$ cat config.mk
export PLATFORM = sky130hd
export DESIGN_NAME = pipe_stage_elastic_flat
export DESIGN_NICKNAME = d
export VERILOG_FILES = /design/src/rtl/pipe_pkg.sv /design/src/rtl/pipe_stage_elastic_if.sv /design/src/rtl/pipe_stage_elastic.sv /design/src/flat_wrapper.sv
export SDC_FILE = /design/constraint.sdc
export NUM_CORES = 1
export LEC_CHECK = 0
export ABC_AREA = 1
export CORE_ASPECT_RATIO = 0.6
export CORE_MARGIN = 3
export CORE_UTILIZATION = 30
export DETAILED_ROUTE_END_ITERATION = 12
export SLEW_MARGIN = 20
export SYNTH_ARGS = -nofsm -noshare
export SYNTH_HDL_FRONTEND = slang
export SYNTH_SLANG_ARGS = --single-unit
$ cat constraint.sdc
create_clock -name clk -period 1.4 [get_ports clk]
set_input_delay 0.14 -clock clk [delete_from_list [all_inputs] [get_ports clk]]
set_output_delay 0.14 -clock clk [all_outputs]
set_load 0.1 [all_outputs]
$ cat src/rtl/pipe_pkg.sv
// Shared definitions for the elastic pipeline-stage register and its wrappers.
package pipe_pkg;

    localparam int WORD_W       = 32;
    localparam int MEMWB_DATA_W = 5 * WORD_W;

    // Occupancy-coded states: the encoding doubles as the occupancy count.
    typedef enum logic [1:0] {
        ST_EMPTY = 2'd0,
        ST_ONE   = 2'd1,
        ST_TWO   = 2'd2
    } state_e;

endpackage

$ cat src/rtl/pipe_stage_elastic_if.sv
// Upstream/downstream handshake bundle for one elastic stage.
// master = surrounding stages (producer and consumer), slave = the stage itself.
interface pipe_stage_elastic_if
    import pipe_pkg::*;
#(
    parameter int DATA_W = MEMWB_DATA_W,
    parameter int CTRL_W = 1
) ();

    logic              in_valid;
    logic              in_ready;
    logic [DATA_W-1:0] in_data;
    logic [CTRL_W-1:0] in_ctrl;

    logic              out_valid;
    logic              out_ready;
    logic [DATA_W-1:0] out_data;
    logic [CTRL_W-1:0] out_ctrl;

    logic [1:0]        occupancy;

    modport master (
        output in_valid, in_data, in_ctrl, out_ready,
        input  in_ready, out_valid, out_data, out_ctrl, occupancy
    );

    modport slave (
        input  in_valid, in_data, in_ctrl, out_ready,
        output in_ready, out_valid, out_data, out_ctrl, occupancy
    );

endinterface

$ cat src/rtl/pipe_stage_elastic.sv
// Generic handshaked pipeline register with flush and optional 2-entry skid.
// DATA_W/CTRL_W must match the parameters of the connected interface.
//
// state    | meaning
// ---------+-----------------------------------------------
// ST_EMPTY | no entry held, out_valid=0
// ST_ONE   | main entry valid
// ST_TWO   | main and skid entries valid, in_ready=0 (skid only)
module pipe_stage_elastic
    import pipe_pkg::*;
#(
    parameter int DATA_W = MEMWB_DATA_W,
    parameter int CTRL_W = 1,
    parameter int SKID   = 1
) (
    input  logic                 clk,
    input  logic                 reset,
    input  logic                 flush,
    pipe_stage_elastic_if.slave  bus
);

    // Anything other than 0 selects the skid-buffer variant.
    localparam bit SKID_EN = (SKID != 0);

    state_e            state_q, state_d;
    logic              out_valid_q, out_valid_d;
    logic              in_ready_q, in_ready_d;
    logic [DATA_W-1:0] main_data_q, main_data_d;
    logic [CTRL_W-1:0] main_ctrl_q, main_ctrl_d;
    logic [DATA_W-1:0] skid_data_q, skid_data_d;
    logic [CTRL_W-1:0] skid_ctrl_q, skid_ctrl_d;

    logic in_ready;
    logic in_fire;
    logic out_fire;

    // Skid mode breaks the ready path; single-entry mode passes out_ready through.
    assign in_ready = SKID_EN ? in_ready_q : (!out_valid_q || bus.out_ready);
    assign in_fire  = bus.in_valid && in_ready;
    assign out_fire = out_valid_q && bus.out_ready;

    assign bus.in_ready  = in_ready;
    assign bus.out_valid = out_valid_q;
    assign bus.out_data  = main_data_q;
    assign bus.out_ctrl  = main_ctrl_q;
    assign bus.occupancy = state_q;

    // Next-state and entry updates; emptied entries get ctrl cleared so bubbles carry ctrl=0.
    always_comb begin
        state_d     = state_q;
        main_data_d = main_data_q;
        main_ctrl_d = main_ctrl_q;
        skid_data_d = skid_data_q;
        skid_ctrl_d = skid_ctrl_q;

        unique case (state_q)
            ST_EMPTY: begin
                if (in_fire) begin
                    main_data_d = bus.in_data;
                    main_ctrl_d = bus.in_ctrl;
                    state_d     = ST_ONE;
                end
            end
            ST_ONE: begin
                if (in_fire && out_fire) begin
                    main_data_d = bus.in_data;
                    main_ctrl_d = bus.in_ctrl;
                end else if (in_fire && SKID_EN) begin
                    skid_data_d = bus.in_data;
                    skid_ctrl_d = bus.in_ctrl;
                    state_d     = ST_TWO;
                end else if (out_fire) begin
                    main_ctrl_d = '0;
                    state_d     = ST_EMPTY;
                end
            end
            ST_TWO: begin
                if (out_fire) begin
                    main_data_d = skid_data_q;
                    main_ctrl_d = skid_ctrl_q;
                    skid_ctrl_d = '0;
                    state_d     = ST_ONE;
                end
            end
            default: begin
                main_ctrl_d = '0;
                skid_ctrl_d = '0;
                state_d     = ST_EMPTY;
            end
        endcase

        // Flush drops everything including a same-cycle input; payload is left stale.
        if (flush) begin
            state_d     = ST_EMPTY;
            main_data_d = main_data_q;
            skid_data_d = skid_data_q;
            main_ctrl_d = '0;
            skid_ctrl_d = '0;
        end

        out_valid_d = (state_d != ST_EMPTY);
        in_ready_d  = (state_d != ST_TWO);
    end

    // State and entry registers with synchronous reset.
    always_ff @(posedge clk) begin
        if (reset) begin
            state_q     <= ST_EMPTY;
            out_valid_q <= 1'b0;
            in_ready_q  <= 1'b1;
            main_data_q <= '0;
            main_ctrl_q <= '0;
            skid_data_q <= '0;
            skid_ctrl_q <= '0;
        end else begin
            state_q     <= state_d;
            out_valid_q <= out_valid_d;
            in_ready_q  <= in_ready_d;
            main_data_q <= main_data_d;
            main_ctrl_q <= main_ctrl_d;
            skid_data_q <= skid_data_d;
            skid_ctrl_q <= skid_ctrl_d;
        end
    end

endmodule

$ cat src/flat_wrapper.sv
// flat-port wrapper written by rule: the top's interface ports become plain ports
module pipe_stage_elastic_flat import pipe_pkg::*;
#(
    parameter int DATA_W = MEMWB_DATA_W,
    parameter int CTRL_W = 1,
    parameter int SKID   = 1
)
  (clk, reset, flush, bus_in_valid, bus_in_data, bus_in_ctrl, bus_out_ready, bus_in_ready, bus_out_valid, bus_out_data, bus_out_ctrl, bus_occupancy);
  pipe_stage_elastic_if #(.DATA_W(DATA_W), .CTRL_W(CTRL_W)) bus_i ();
  input  logic clk;
  input  logic reset;
  input  logic flush;
  input wire logic [$bits(bus_i.in_valid)-1:0] bus_in_valid;
  input wire logic [$bits(bus_i.in_data)-1:0] bus_in_data;
  input wire logic [$bits(bus_i.in_ctrl)-1:0] bus_in_ctrl;
  input wire logic [$bits(bus_i.out_ready)-1:0] bus_out_ready;
  output wire logic [$bits(bus_i.in_ready)-1:0] bus_in_ready;
  output wire logic [$bits(bus_i.out_valid)-1:0] bus_out_valid;
  output wire logic [$bits(bus_i.out_data)-1:0] bus_out_data;
  output wire logic [$bits(bus_i.out_ctrl)-1:0] bus_out_ctrl;
  output wire logic [$bits(bus_i.occupancy)-1:0] bus_occupancy;
  assign bus_i.in_valid = bus_in_valid;
  assign bus_i.in_data = bus_in_data;
  assign bus_i.in_ctrl = bus_in_ctrl;
  assign bus_i.out_ready = bus_out_ready;
  assign bus_in_ready = bus_i.in_ready;
  assign bus_out_valid = bus_i.out_valid;
  assign bus_out_data = bus_i.out_data;
  assign bus_out_ctrl = bus_i.out_ctrl;
  assign bus_occupancy = bus_i.occupancy;
  pipe_stage_elastic #(.DATA_W(DATA_W), .CTRL_W(CTRL_W), .SKID(SKID)) u_core (.clk(clk), .reset(reset), .flush(flush), .bus(bus_i));
endmodule
==> out/metrics.yaml <==
drt-initial-drc-count: 1050
area_delta_synth_final_pct: 70.0
r2r-end: "u_core.bus.out_data[48]$_SDFFE_PP0P_"
drive_above_1_share_pct: 23.6
postRouteAntennaNets: 0
clkLatencyLatePin_ns: 0.53
io_buffers: 330
cts_tree: "built"
path_clk_slew_ns: 0.06
netlist_top_cells_area: "dfxtp_1 (46%), o21ai_0 (11%), nand2_1 (9.0%)"
rsz0062_at_grt: "yes"
r2r_start: "u_core.bus.occupancy[1]$_SDFF_PP0_"
setup-tns-final_ns: -41.08
worst_ep_required_time_ns: 1.82
leakagePower_nw: 10.4
slew-limit-headroom_pct: 80.4
dp_hpwl_um: 31600
grt_pass1_wl_um: 85600
max_slew.worst_pin.slew_ns: 0.294
setup_viol: 321
power.total_w: 0.0279
core_um2: 46600
final_max_slew_viol_count: 0
firstDrtPassIters: 5
endpoint: "u_core.bus.out_data[48]$_SDFFE_PP0P_"
fin_skew_ns: 0.0169
grt_max_degree: 63
synth_seq_cells: 326
finalHoldWorstSlack_ns: 0.246
cap_violations: 0
grt-ovfl-total: 0
hold_violations: 0
routed_via_density: 4.85
startpoint: "u_core.bus.occupancy[1]$_SDFF_PP0_"
die_x_um: 287
yosysUniqueCellTypes: 19
violations: "setup timing"
fin_crit_ns: 1.61
wirelength_um: 58200
powerDensity_nw_per_um2: 1150
yosysWarnings: 0
htreeDepth: 2
clock_path_buffers: 3
max-vdd-ir-drop_uv: 829
regToRegSetupSlack_ns: -0.21
ys_seq_area_share_pct: 45.8
io_pins: 331
hold_path_class: "primary input to flop"
routedWlPerCell_um: 18.4
initial_core_util_pct: 30.6
r2r_cells: 10
nets: 2665
outcome: "finished with violations"
end_kind: "flop"
grt_pass1_vias: 14991
dp_slack_ns: -0.501
syn-cell-area_um2: 14200
fillers: 4269
antenna_found_initial: 7
yosysTopAreaCell: "dfxtp_1"
synth.top_cell.area_share_pct: 45.8
fin_ws_ns: -0.213
syn_avg_cell_area_um2: 6.66
drc: 0
synth_nets: 2305
clockRootBuffer: "clkbuf_16"
numCtsBuffers: 35
grtUsageTotal_pct: 21.8
final_cell_mix: "nand2_1 (330), inv_1 (327), dfxtp_1 (322)"
final_common_cell: "nand2_1"
worst-path-max-fanout: 7
place_congestion: 0.803
crit_type: "flop to flop"
num_rows: 61
period_share_pct: 115
synthCells: 2139
vias: 15318
clock-sinks: 326
die_h_um: 175
final_util_pct: 51.9
max_freq_mhz: 620
dieArea_um2: 50200
cp.arrival_ns: 2.03
critPathLaunchType: "flop"
## metrics by stage
step,cell area [um^2],instances
2_1_floorplan,14400,2139
3_3_place_gp,20300,3009
3_5_place_dp,20300,3009
4_1_cts,23500,3140
5_1_grt,24200,3159
6_report,24200,3159
## layer usage
metal	GRT usage, %	up-vias	routed length [um]
met5	0	-	34
met3	4.90	91	4130
met2	34.6	463	26000
met4	6.19	4	1300
li1	-	7443	-
met1	29.6	7317	26700
## logic make-up (layout without fill, tap and decap cells)
group	Yosys count	in the layout	synth area share, %
flops	326	326	45.8
other cells	0	4	0
simple gates	841	841	23.7
buf+inv	487	873	13.4
compound gates	485	485	17.1
## cells in the mapped netlist
cell        n
a21boi_0    1
a21oi_1   160
buf_1      13
buf_2      60
buf_4       1
clkbuf_1   82
dfxtp_1   326
inv_1     329
inv_2       2
nand2_1   342
nand2_2     1
nand3_1   163
nand3_2     1
nand4_1     2
nor2_1    330
nor2_2      2
o211ai_1    1
o21ai_0   322
o21bai_1    1
## worst max-delay path, cell delays in order (launching register included)
cell and delay, ns:
dfxtp_4 0.37, inv_4 0.08, nand2_4 0.07, buf_4 0.15, o21bai_4 0.12, nor2_4 0.06, buf_12 0.14, buf_12 0.15
clkbuf_16 0.17, nor2_1 0.11, nor2_1 0.05
## final cells by class
class | count | area [um^2] | share of cell area [%]
diodes | 4 | 10.0 | 0.0413
clock buffers | 56 | 1020 | 4.23
clock inverters | 7 | 72.6 | 0.300
inverters | 331 | 1260 | 5.19
multi-input cells | 1326 | 6700 | 27.7
flip-flops and latches | 326 | 6540 | 27.0
well taps | 630 | 788 | 3.25
repair buffers | 479 | 7820 | 32.3
## sequential cells by signal, summed over array words and instances, names as in the netlist
| name | cells |
|---|---|
| u_core.bus.out_data | 160 |
| u_core.skid_data_q | 160 |
| u_core.bus.occupancy | 2 |
| u_core.bus.in_ready | 1 |
| u_core.bus.out_ctrl | 1 |
| u_core.bus.out_valid | 1 |
| u_core.skid_ctrl_q | 1 |
## how the worst min path moves through the flow
stage / slack (ns) / cells after the start / endpoint / from
2_1_floorplan: 0.31 / 3 / u_core.skid_ctrl_q$_SDFFE_PP0P_ / reset
3_3_place_gp: 0.43 / 2 / u_core.skid_data_q[145]$_SDFFE_PP0P_ / u_core.skid_data_q[145]$_SDFFE_PP0P_
3_5_place_dp: 0.44 / 2 / u_core.skid_data_q[47]$_SDFFE_PP0P_ / u_core.skid_data_q[47]$_SDFFE_PP0P_
4_1_cts: 0.21 / 3 / u_core.skid_data_q[147]$_SDFFE_PP0P_ / bus_in_data[147]
5_1_grt: 0.25 / 3 / u_core.skid_data_q[120]$_SDFFE_PP0P_ / bus_in_data[120]
6_report: 0.25 / 3 / u_core.skid_data_q[76]$_SDFFE_PP0P_ / bus_in_data[76]
## report_power, final
group,switching (W),total (W),internal (W)
Clock,0.00398,0.00921,0.00523
Combinational,0.00513,0.00839,0.00326
Sequential,0.000523,0.0103,0.00980
## repair_timing
item	4_1_cts	5_1_grt
gates cloned	38	15
hold buffers	0	0
endpoints found under the setup margin	322	322
buffers inserted	30	2
pin swaps	34	27
gates resized for setup	333	145
No activity file was read; power rests on OpenSTA's default activity.
